===== src/rtl/vita49_unpack.sv =====
// VITA-49 receive unpacker: strips header/ID/timestamps/trailer from a
// big-endian AXI-Stream and emits the payload little-endian with TLAST.
//
// Ports:
//   AXIS_ACLK, AXIS_ARESETN        clock, async active-low reset
//   S_AXIS_*                       packet input (big-endian words)
//   M_AXIS_*                       payload output (little-endian words)
//   ctrl                           [0] enable [1] soft reset
//                                  [2] passthrough [3] stream-ID filter
//   streamID                       expected stream ID when filtering
//   status                         {count, 0, errors, last seq, state}
//   timestamp_sec, timestamp_fsec  last captured timestamps
//   trailer                        last trailer word
//   ts_valid                       one-cycle pulse on timestamp update
module vita49_unpack #(
    parameter int ERR_CNT_WIDTH = 16
) (
    input  logic        AXIS_ACLK,
    input  logic        AXIS_ARESETN,
    input  logic [31:0] S_AXIS_TDATA,
    input  logic        S_AXIS_TVALID,
    input  logic        S_AXIS_TLAST,
    output logic        S_AXIS_TREADY,
    output logic [31:0] M_AXIS_TDATA,
    output logic        M_AXIS_TVALID,
    output logic        M_AXIS_TLAST,
    input  logic        M_AXIS_TREADY,
    input  logic [31:0] ctrl,
    input  logic [31:0] streamID,
    output logic [31:0] status,
    output logic [31:0] timestamp_sec,
    output logic [63:0] timestamp_fsec,
    output logic [31:0] trailer,
    output logic        ts_valid
);

    typedef enum logic [3:0] {
        IDLE    = 4'd0,
        STRM_ID = 4'd1,
        TSI     = 4'd2,
        TSF_0   = 4'd3,
        TSF_1   = 4'd4,
        PAYLOAD = 4'd5,
        TRAIL   = 4'd6,
        DROP    = 4'd7
    } state_t;

    state_t state, state_n;

    logic [3:0]  ctrl_q;
    logic [31:0] sid_q;
    logic        en_q;
    logic        enable, srst, pass, filt, en_rise;
    logic        unused_ctrl;

    assign enable      = ctrl_q[0];
    assign srst        = ctrl_q[1];
    assign pass        = ctrl_q[2];
    assign filt        = ctrl_q[3];
    assign en_rise     = enable & ~en_q;
    assign unused_ctrl = ^ctrl[31:4];

    logic [31:0] swp;
    logic [3:0]  htype, hseq;
    logic        ht;
    logic [15:0] hsize;

    assign swp   = {S_AXIS_TDATA[7:0], S_AXIS_TDATA[15:8],
                    S_AXIS_TDATA[23:16], S_AXIS_TDATA[31:24]};
    assign htype = swp[31:28];
    assign ht    = swp[26];
    assign hseq  = swp[19:16];
    assign hsize = swp[15:0];

    logic [15:0] wcnt, size_r, last_idx, plast_idx;
    logic        t_r;
    logic [3:0]  seq_exp, last_seq;
    logic        seq_have, seq_bad;
    logic        seq_err, len_err, type_err, sid_err;
    logic [ERR_CNT_WIDTH-1:0] pkt_cnt;
    logic [31:0] tsi_q, tsf_hi_q;

    assign last_idx  = size_r - 16'd1;
    assign plast_idx = last_idx - {15'd0, t_r};

    logic        rdy, acc, load, ld_last;
    logic [31:0] ld_data;
    logic        hdr_ok, e_len, e_type, e_sid;
    logic        pkt_done, ts_upd, trl_ld, step;

    assign acc = S_AXIS_TVALID & rdy;

    always_comb begin
        state_n  = state;
        rdy      = 1'b0;
        load     = 1'b0;
        ld_last  = 1'b0;
        ld_data  = swp;
        hdr_ok   = 1'b0;
        e_len    = 1'b0;
        e_type   = 1'b0;
        e_sid    = 1'b0;
        pkt_done = 1'b0;
        ts_upd   = 1'b0;
        trl_ld   = 1'b0;
        step     = 1'b0;
        if (srst) begin
            state_n = IDLE;
        end else begin
            unique case (state)
                IDLE: begin
                    if (pass) begin
                        // Raw forwarding: no parsing, no swap.
                        rdy = ~M_AXIS_TVALID | M_AXIS_TREADY;
                        if (acc) begin
                            load    = 1'b1;
                            ld_data = S_AXIS_TDATA;
                            ld_last = S_AXIS_TLAST;
                        end
                    end else begin
                        rdy = enable;
                        if (acc) begin
                            if (htype != 4'b0001) begin
                                e_type  = 1'b1;
                                state_n = S_AXIS_TLAST ? IDLE : DROP;
                            end else if (hsize < 16'd6 + {15'd0, ht}) begin
                                e_len   = 1'b1;
                                state_n = S_AXIS_TLAST ? IDLE : DROP;
                            end else begin
                                hdr_ok = 1'b1;
                                if (S_AXIS_TLAST) begin
                                    e_len = 1'b1;
                                end else begin
                                    state_n = STRM_ID;
                                end
                            end
                        end
                    end
                end
                STRM_ID, TSI, TSF_0, TSF_1: begin
                    rdy = 1'b1;
                    if (acc) begin
                        step   = 1'b1;
                        ts_upd = (state == TSF_1);
                        e_sid  = (state == STRM_ID) & filt & (swp != sid_q);
                        if (S_AXIS_TLAST) begin
                            e_len   = 1'b1;
                            state_n = IDLE;
                        end else if (e_sid) begin
                            state_n = DROP;
                        end else begin
                            state_n = state_t'(state + 4'd1);
                        end
                    end
                end
                PAYLOAD: begin
                    rdy = ~M_AXIS_TVALID | M_AXIS_TREADY;
                    if (acc) begin
                        step    = 1'b1;
                        load    = 1'b1;
                        ld_last = (wcnt == plast_idx) | S_AXIS_TLAST;
                        if (wcnt == plast_idx) begin
                            if (t_r) begin
                                // TLAST here means the trailer is missing.
                                e_len   = S_AXIS_TLAST;
                                state_n = S_AXIS_TLAST ? IDLE : TRAIL;
                            end else begin
                                pkt_done = S_AXIS_TLAST;
                                e_len    = ~S_AXIS_TLAST;
                                state_n  = S_AXIS_TLAST ? IDLE : DROP;
                            end
                        end else if (S_AXIS_TLAST) begin
                            e_len   = 1'b1;
                            state_n = IDLE;
                        end
                    end
                end
                TRAIL: begin
                    rdy = 1'b1;
                    if (acc) begin
                        trl_ld   = 1'b1;
                        pkt_done = S_AXIS_TLAST;
                        e_len    = ~S_AXIS_TLAST;
                        state_n  = S_AXIS_TLAST ? IDLE : DROP;
                    end
                end
                DROP: begin
                    rdy = 1'b1;
                    if (acc && S_AXIS_TLAST) begin
                        state_n = IDLE;
                    end
                end
                default: state_n = IDLE;
            endcase
        end
    end

    assign S_AXIS_TREADY = rdy;

    always_ff @(posedge AXIS_ACLK or negedge AXIS_ARESETN) begin
        if (!AXIS_ARESETN) begin
            state <= IDLE;
        end else begin
            state <= state_n;
        end
    end

    always_ff @(posedge AXIS_ACLK or negedge AXIS_ARESETN) begin
        if (!AXIS_ARESETN) begin
            ctrl_q <= '0;
            sid_q  <= '0;
            en_q   <= 1'b0;
        end else begin
            ctrl_q <= ctrl[3:0];
            sid_q  <= streamID;
            en_q   <= ctrl_q[0];
        end
    end

    // One-entry output register; a load and a drain in the same cycle
    // keep it full.
    always_ff @(posedge AXIS_ACLK or negedge AXIS_ARESETN) begin
        if (!AXIS_ARESETN) begin
            M_AXIS_TVALID <= 1'b0;
            M_AXIS_TDATA  <= '0;
            M_AXIS_TLAST  <= 1'b0;
        end else if (srst) begin
            M_AXIS_TVALID <= 1'b0;
        end else if (load) begin
            M_AXIS_TVALID <= 1'b1;
            M_AXIS_TDATA  <= ld_data;
            M_AXIS_TLAST  <= ld_last;
        end else if (M_AXIS_TREADY) begin
            M_AXIS_TVALID <= 1'b0;
        end
    end

    always_ff @(posedge AXIS_ACLK or negedge AXIS_ARESETN) begin
        if (!AXIS_ARESETN) begin
            wcnt     <= '0;
            size_r   <= '0;
            t_r      <= 1'b0;
            seq_exp  <= '0;
            seq_have <= 1'b0;
            seq_bad  <= 1'b0;
            last_seq <= '0;
            seq_err  <= 1'b0;
            len_err  <= 1'b0;
            type_err <= 1'b0;
            sid_err  <= 1'b0;
            pkt_cnt  <= '0;
        end else if (srst) begin
            seq_have <= 1'b0;
            seq_bad  <= 1'b0;
            last_seq <= '0;
            seq_err  <= 1'b0;
            len_err  <= 1'b0;
            type_err <= 1'b0;
            sid_err  <= 1'b0;
            pkt_cnt  <= '0;
        end else begin
            if (en_rise) begin
                seq_have <= 1'b0;
            end
            if (hdr_ok) begin
                wcnt     <= 16'd1;
                size_r   <= hsize;
                t_r      <= ht;
                last_seq <= hseq;
                seq_exp  <= hseq + 4'd1;
                seq_have <= 1'b1;
                // A mismatch resyncs to the received sequence number.
                seq_bad  <= seq_have & ~en_rise & (hseq != seq_exp);
                if (seq_have && !en_rise && hseq != seq_exp) begin
                    seq_err <= 1'b1;
                end
            end else if (step) begin
                wcnt <= wcnt + 16'd1;
            end
            if (e_len)  len_err  <= 1'b1;
            if (e_type) type_err <= 1'b1;
            if (e_sid)  sid_err  <= 1'b1;
            if (pkt_done && !seq_bad) begin
                pkt_cnt <= pkt_cnt + ERR_CNT_WIDTH'(1);
            end
        end
    end

    always_ff @(posedge AXIS_ACLK or negedge AXIS_ARESETN) begin
        if (!AXIS_ARESETN) begin
            tsi_q          <= '0;
            tsf_hi_q       <= '0;
            timestamp_sec  <= '0;
            timestamp_fsec <= '0;
            trailer        <= '0;
            ts_valid       <= 1'b0;
        end else begin
            ts_valid <= ts_upd;
            if (acc && state == TSI)   tsi_q    <= swp;
            if (acc && state == TSF_0) tsf_hi_q <= swp;
            if (ts_upd) begin
                timestamp_sec  <= tsi_q;
                timestamp_fsec <= {tsf_hi_q, swp};
            end
            if (trl_ld) trailer <= swp;
        end
    end

    assign status = {16'(pkt_cnt), 4'd0, sid_err, type_err,
                     len_err, seq_err, last_seq, state};

endmodule


===== config.mk =====
export PLATFORM = sky130hd
export DESIGN_NAME = vita49_unpack
export DESIGN_NICKNAME = d
export VERILOG_FILES = /design/src/rtl/vita49_unpack.sv
export SDC_FILE = /design/constraint.sdc
export NUM_CORES = 1
export LEC_CHECK = 0
export ABC_AREA = 1
export BUFFER_PORTS_ARGS = -buffer_cell sky130_fd_sc_hd__buf_2
export CAP_MARGIN = 30
export CORE_MARGIN = 2
export CORE_UTILIZATION = 33
export CTS_BUF_LIST = sky130_fd_sc_hd__clkbuf_4
export CTS_CLUSTER_DIAMETER = 150
export DETAILED_ROUTE_END_ITERATION = 16
export GPL_TIMING_DRIVEN = 0
export PLACE_DENSITY = 0.59
export SYNTH_ARGS = -nofsm -noshare
export SYNTH_HDL_FRONTEND = slang
export SYNTH_SLANG_ARGS = --single-unit

===== constraint.sdc =====
create_clock -name AXIS_ACLK -period 3.09 [get_ports AXIS_ACLK]
set_input_delay 0.1545 -clock AXIS_ACLK [delete_from_list [all_inputs] [get_ports AXIS_ACLK]]
set_output_delay 0.1545 -clock AXIS_ACLK [all_outputs]
set_load 0.02 [all_outputs]

==> impl_metrics.prom <==
# TYPE chip_impl_metric gauge
chip_impl_metric{name="die_w",unit="µm"} 214
chip_impl_metric{name="cts_made_buffers",unit=""} 92
chip_impl_info{name="crit_path_end_kind",value="flip-flop"} 1
chip_impl_metric{name="antenna_left",unit=""} 0
chip_impl_metric{name="synth_edf_count",unit=""} 0
chip_impl_metric{name="finalInstanceArea",unit="µm²"} 18900
chip_impl_metric{name="starting_density",unit="%"} 33.6
chip_impl_metric{name="final_net_count",unit=""} 2243
chip_impl_metric{name="clock_tree_buf_depth",unit=""} 3
chip_impl_metric{name="global_route.overflow_total",unit=""} 0
chip_impl_metric{name="setup_violations",unit=""} 0
chip_impl_metric{name="post-dp-hpwl",unit="µm"} 36000
chip_impl_metric{name="hold_violations",unit=""} 0
chip_impl_metric{name="synth_top_area_share",unit="%"} 57.0
chip_impl_metric{name="syn_area_per_cell",unit="µm²"} 8.75
chip_impl_metric{name="routed-via-count",unit=""} 13251
chip_impl_info{name="postSynth.topFlopCell",value="sky130_fd_sc_hd__dfrtp_1"} 1
chip_impl_metric{name="clock_sinks",unit=""} 331
chip_impl_metric{name="slew_violations",unit=""} 0
chip_impl_info{name="worstSetupPathType",value="flip-flop to flip-flop"} 1
chip_impl_metric{name="synth-compound-area-share",unit="%"} 9.20
chip_impl_metric{name="maximum_clock_frequency",unit="MHz"} 346
chip_impl_metric{name="fillCellCount",unit=""} 4326
chip_impl_metric{name="core.rowCount",unit=""} 76
chip_impl_info{name="cts_tree",value="done"} 1
chip_impl_metric{name="tns",unit="ns"} 0
chip_impl_metric{name="io-pin-count",unit=""} 297
chip_impl_metric{name="total_leakage_power",unit="nW"} 10.2
chip_impl_info{name="holdCritPathClass",value="primary input to flip-flop"} 1
chip_impl_metric{name="timing.slew.headroom",unit="%"} 52.7
chip_impl_metric{name="cp_data_arrival_time",unit="ns"} 3.51
chip_impl_metric{name="grt_start_max_net_pins",unit=""} 120
chip_impl_info{name="largest_family_of_logic_cells_by_synthesized_area",value="simple AND/OR/NAND/NOR gates"} 1
chip_impl_metric{name="place_congestion",unit=""} 0.906
chip_impl_metric{name="timing_worst_slew_pin_value",unit="ns"} 0.704
chip_impl_metric{name="synthToLayoutAreaGrowth",unit="%"} 30.2
chip_impl_metric{name="pwr_density_cell",unit="nW/µm²"} 794
chip_impl_metric{name="async_reset_ff_share",unit="%"} 100
chip_impl_metric{name="vias_per_cell",unit=""} 4.76
chip_impl_metric{name="post-place-ws",unit="ns"} 0.0319
chip_impl_metric{name="placed_cell_area",unit="µm²"} 16700
chip_impl_metric{name="postSynthCellCount",unit=""} 1661
chip_impl_metric{name="drc",unit=""} 0
chip_impl_metric{name="synth_sequential_area_ratio",unit="%"} 57.0
chip_impl_metric{name="worstPathRequired",unit="ns"} 3.71
chip_impl_metric{name="die_y",unit="µm"} 214
chip_impl_metric{name="yosys.cell_types.count",unit=""} 45
chip_impl_metric{name="grtUsageTotal",unit="%"} 22.2
chip_impl_metric{name="htree_levels",unit=""} 3
chip_impl_metric{name="die_area",unit="µm²"} 45700
chip_impl_info{name="synth_top_area_cell",value="sky130_fd_sc_hd__dfrtp_1"} 1
chip_impl_info{name="final_common_cell",value="sky130_fd_sc_hd__nand2_1"} 1
chip_impl_metric{name="first_global_vias",unit=""} 13132
chip_impl_metric{name="timing.critical_path.fanout_max",unit=""} 10
chip_impl_metric{name="worst_ir_drop_vdd",unit="mV"} 0.299
chip_impl_metric{name="synth_mux_area_share",unit="%"} 0.138
chip_impl_metric{name="coreArea",unit="µm²"} 43300
chip_impl_metric{name="clock_insertion_delay_worst_skew",unit="ns"} 0.81
chip_impl_metric{name="initial_antenna_violation_count",unit=""} 8
chip_impl_metric{name="maxCapViolations",unit=""} 0
chip_impl_info{name="clock_tree.root_cell",value="sky130_fd_sc_hd__clkbuf_4"} 1
chip_impl_metric{name="synthAdderAreaFrac",unit="%"} 0.947
chip_impl_metric{name="cts.reportedPaths.clkPinSlew",unit="ns"} 0.06
chip_impl_metric{name="drive_gt1_share",unit="%"} 22.2
chip_impl_metric{name="wire_per_inst",unit="µm"} 18.1
chip_impl_metric{name="postCtsSetupBuffers",unit=""} 0
chip_impl_metric{name="grt_pass1_wl",unit="µm"} 76200
chip_impl_info{name="setup.worst_path.start_class",value="flip-flop"} 1
chip_impl_metric{name="synth_xor_area_share",unit="%"} 3.74
chip_impl_metric{name="min_period",unit="ns"} 2.89
chip_impl_info{name="most-common-layout-cells",value="sky130_fd_sc_hd__nand2_1, sky130_fd_sc_hd__dfrtp_1, sky130_fd_sc_hd__buf_2"} 1
chip_impl_info{name="grt_setup_unrepaired",value="no"} 1
chip_impl_metric{name="buffer_ports.inserted",unit=""} 263
chip_impl_metric{name="post_synth_and_or_nand_nor_area_fraction",unit="%"} 22.9
chip_impl_metric{name="mappedNetlistArea",unit="µm²"} 14500
chip_impl_metric{name="clock-skew-final",unit="ns"} 0.0607
chip_impl_metric{name="fin_crit_sh",unit="%"} 93.5
chip_impl_metric{name="detailedRoute.firstPassIterationCount",unit=""} 5
chip_impl_info{name="ys_top_cells_by_area",value="sky130_fd_sc_hd__dfrtp_1, sky130_fd_sc_hd__nand2_1, sky130_fd_sc_hd__o21ai_0"} 1
chip_impl_metric{name="wirelength",unit="µm"} 50400
chip_impl_info{name="status",value="completed"} 1
chip_impl_metric{name="synth.ff_latch_count",unit=""} 331
chip_impl_metric{name="synth.yosys.warnings",unit=""} 0
chip_impl_metric{name="worst_hold_slack",unit="ns"} 0.225
chip_impl_metric{name="layout_setup_ws",unit="ns"} 0.200
chip_impl_metric{name="drt_first_iter_violations",unit=""} 881
## per-layer routing
| metal | GRT usage (%) | vias up | wire, µm |
|---|---|---|---|
| met4 | 9.51 | 8 | 1540 |
| met5 | 0 | - | 46 |
| met2 | 36.0 | 440 | 23800 |
| li1 | - | 6314 | - |
| met1 | 28.2 | 6382 | 21700 |
| met3 | 5.76 | 107 | 3350 |
## through the flow
stage	std cells	util [%]	power, W
floorplan	1664	-	0.00915
global placement	2512	38.3	0.0109
detailed placement	2514	38.5	0.0110
CTS	2781	43.6	0.0151
global route	2783	43.7	0.0161
finish	2783	43.7	0.0150
## power breakdown
| group | leakage, nW | internal (W) | switching (W) |
|---|---|---|---|
| Combinational | 5.09 | 0.00170 | 0.00340 |
| Clock | 0.675 | 0.00204 | 0.00188 |
| Sequential | 4.41 | 0.00526 | 0.000728 |
## flip-flops by register name, summed over array words and instances, names as in the netlist, 4 cells and up
register	count
wcnt	16
seq_exp	4
size_r	16
timestamp_fsec	64
timestamp_sec	32
last_seq	4
M_AXIS_TDATA	32
state	4
sid_q	32
trailer	32
tsi_q	32
tsf_hi_q	32
pkt_cnt	16
ctrl_q	4
## critical path, stage by stage (launching register included)
cell and delay (ns):
sky130_fd_sc_hd__dfrtp_1 0.49, sky130_fd_sc_hd__inv_1 0.13, sky130_fd_sc_hd__ha_1 0.30, sky130_fd_sc_hd__nand3_4 0.21, sky130_fd_sc_hd__nand2_1 0.12, sky130_fd_sc_hd__nand2_1 0.06
sky130_fd_sc_hd__nand4_2 0.10, sky130_fd_sc_hd__nand3_2 0.10, sky130_fd_sc_hd__buf_6 0.17, sky130_fd_sc_hd__nor2_2 0.28, sky130_fd_sc_hd__inv_1 0.09, sky130_fd_sc_hd__buf_2 0.22
sky130_fd_sc_hd__clkbuf_2 0.25, sky130_fd_sc_hd__nand2_1 0.10, sky130_fd_sc_hd__o21ai_0 0.10
## final timing paths
check,from,endpoint,slack (ns),cells after the start
max,state[0],timestamp_fsec[11],0.20,14
min,S_AXIS_TDATA[24],M_AXIS_TDATA[24],0.23,4
max reg2reg,state[0],timestamp_fsec[11],0.20,14
min reg2reg,ctrl_q[0],en_q,0.45,0
max in group asynchronous,AXIS_ARESETN,pkt_cnt[7],0.99,5
min in group asynchronous,AXIS_ARESETN,tsi_q[8],0.56,3
## logic make-up (layout without fill, tap and decap cells)
| logic type | Yosys count | in the layout |
|---|---|---|
| fa+ha+maj | 11 | 11 |
| other cells | 1 | 7 |
| flops | 331 | 331 |
| xor+xnor | 62 | 62 |
| simple gates | 793 | 793 |
| mux | 2 | 2 |
| compound gates | 252 | 252 |
| buf+inv | 209 | 740 |
## synth_stat cells, types with 2 or more instances
master,instances
sky130_fd_sc_hd__o21ai_1,11
sky130_fd_sc_hd__buf_4,10
sky130_fd_sc_hd__mux2i_1,2
sky130_fd_sc_hd__o221a_2,4
sky130_fd_sc_hd__nand2_4,2
sky130_fd_sc_hd__inv_1,127
sky130_fd_sc_hd__nor3_1,21
sky130_fd_sc_hd__ha_1,11
sky130_fd_sc_hd__buf_6,5
sky130_fd_sc_hd__nand3_1,66
sky130_fd_sc_hd__a31oi_1,2
sky130_fd_sc_hd__clkinv_1,2
sky130_fd_sc_hd__o31ai_1,9
sky130_fd_sc_hd__o21ai_0,182
sky130_fd_sc_hd__a21oi_1,38
sky130_fd_sc_hd__or2_2,4
sky130_fd_sc_hd__nor2_4,2
sky130_fd_sc_hd__nor2_1,70
sky130_fd_sc_hd__nand4_2,2
sky130_fd_sc_hd__nand4_1,28
sky130_fd_sc_hd__buf_2,18
sky130_fd_sc_hd__nand3_2,2
sky130_fd_sc_hd__xor2_1,35
sky130_fd_sc_hd__inv_2,4
sky130_fd_sc_hd__clkbuf_1,41
sky130_fd_sc_hd__nand2_1,574
sky130_fd_sc_hd__buf_1,2
sky130_fd_sc_hd__nor2_2,6
sky130_fd_sc_hd__nand3b_1,5
sky130_fd_sc_hd__dfrtp_1,331
sky130_fd_sc_hd__xnor2_1,27
sky130_fd_sc_hd__nor4_1,5
## repair_timing
action / 4_1_cts / 5_1_grt
hold endpoints to repair: 409 / 0
endpoints found under the setup margin: 1 / 95
hold buffers: 109 / 0
resized for setup: 1 / 17
## final cells by class
type / count / area (µm²) / share of cell area [%]
Multi-Input combinational cell: 1124 / 5390 / 28.5
Tap cell: 585 / 732 / 3.87
Clock inverter: 19 / 90.1 / 0.476
Buffer: 75 / 387 / 2.04
Timing Repair Buffer: 374 / 2470 / 13.1
Sequential cell: 331 / 8280 / 43.8
Clock buffer: 139 / 1040 / 5.52
Inverter: 133 / 499 / 2.64
Antenna cell: 3 / 7.51 / 0.0397
Power figures use the tool's default switching activity.
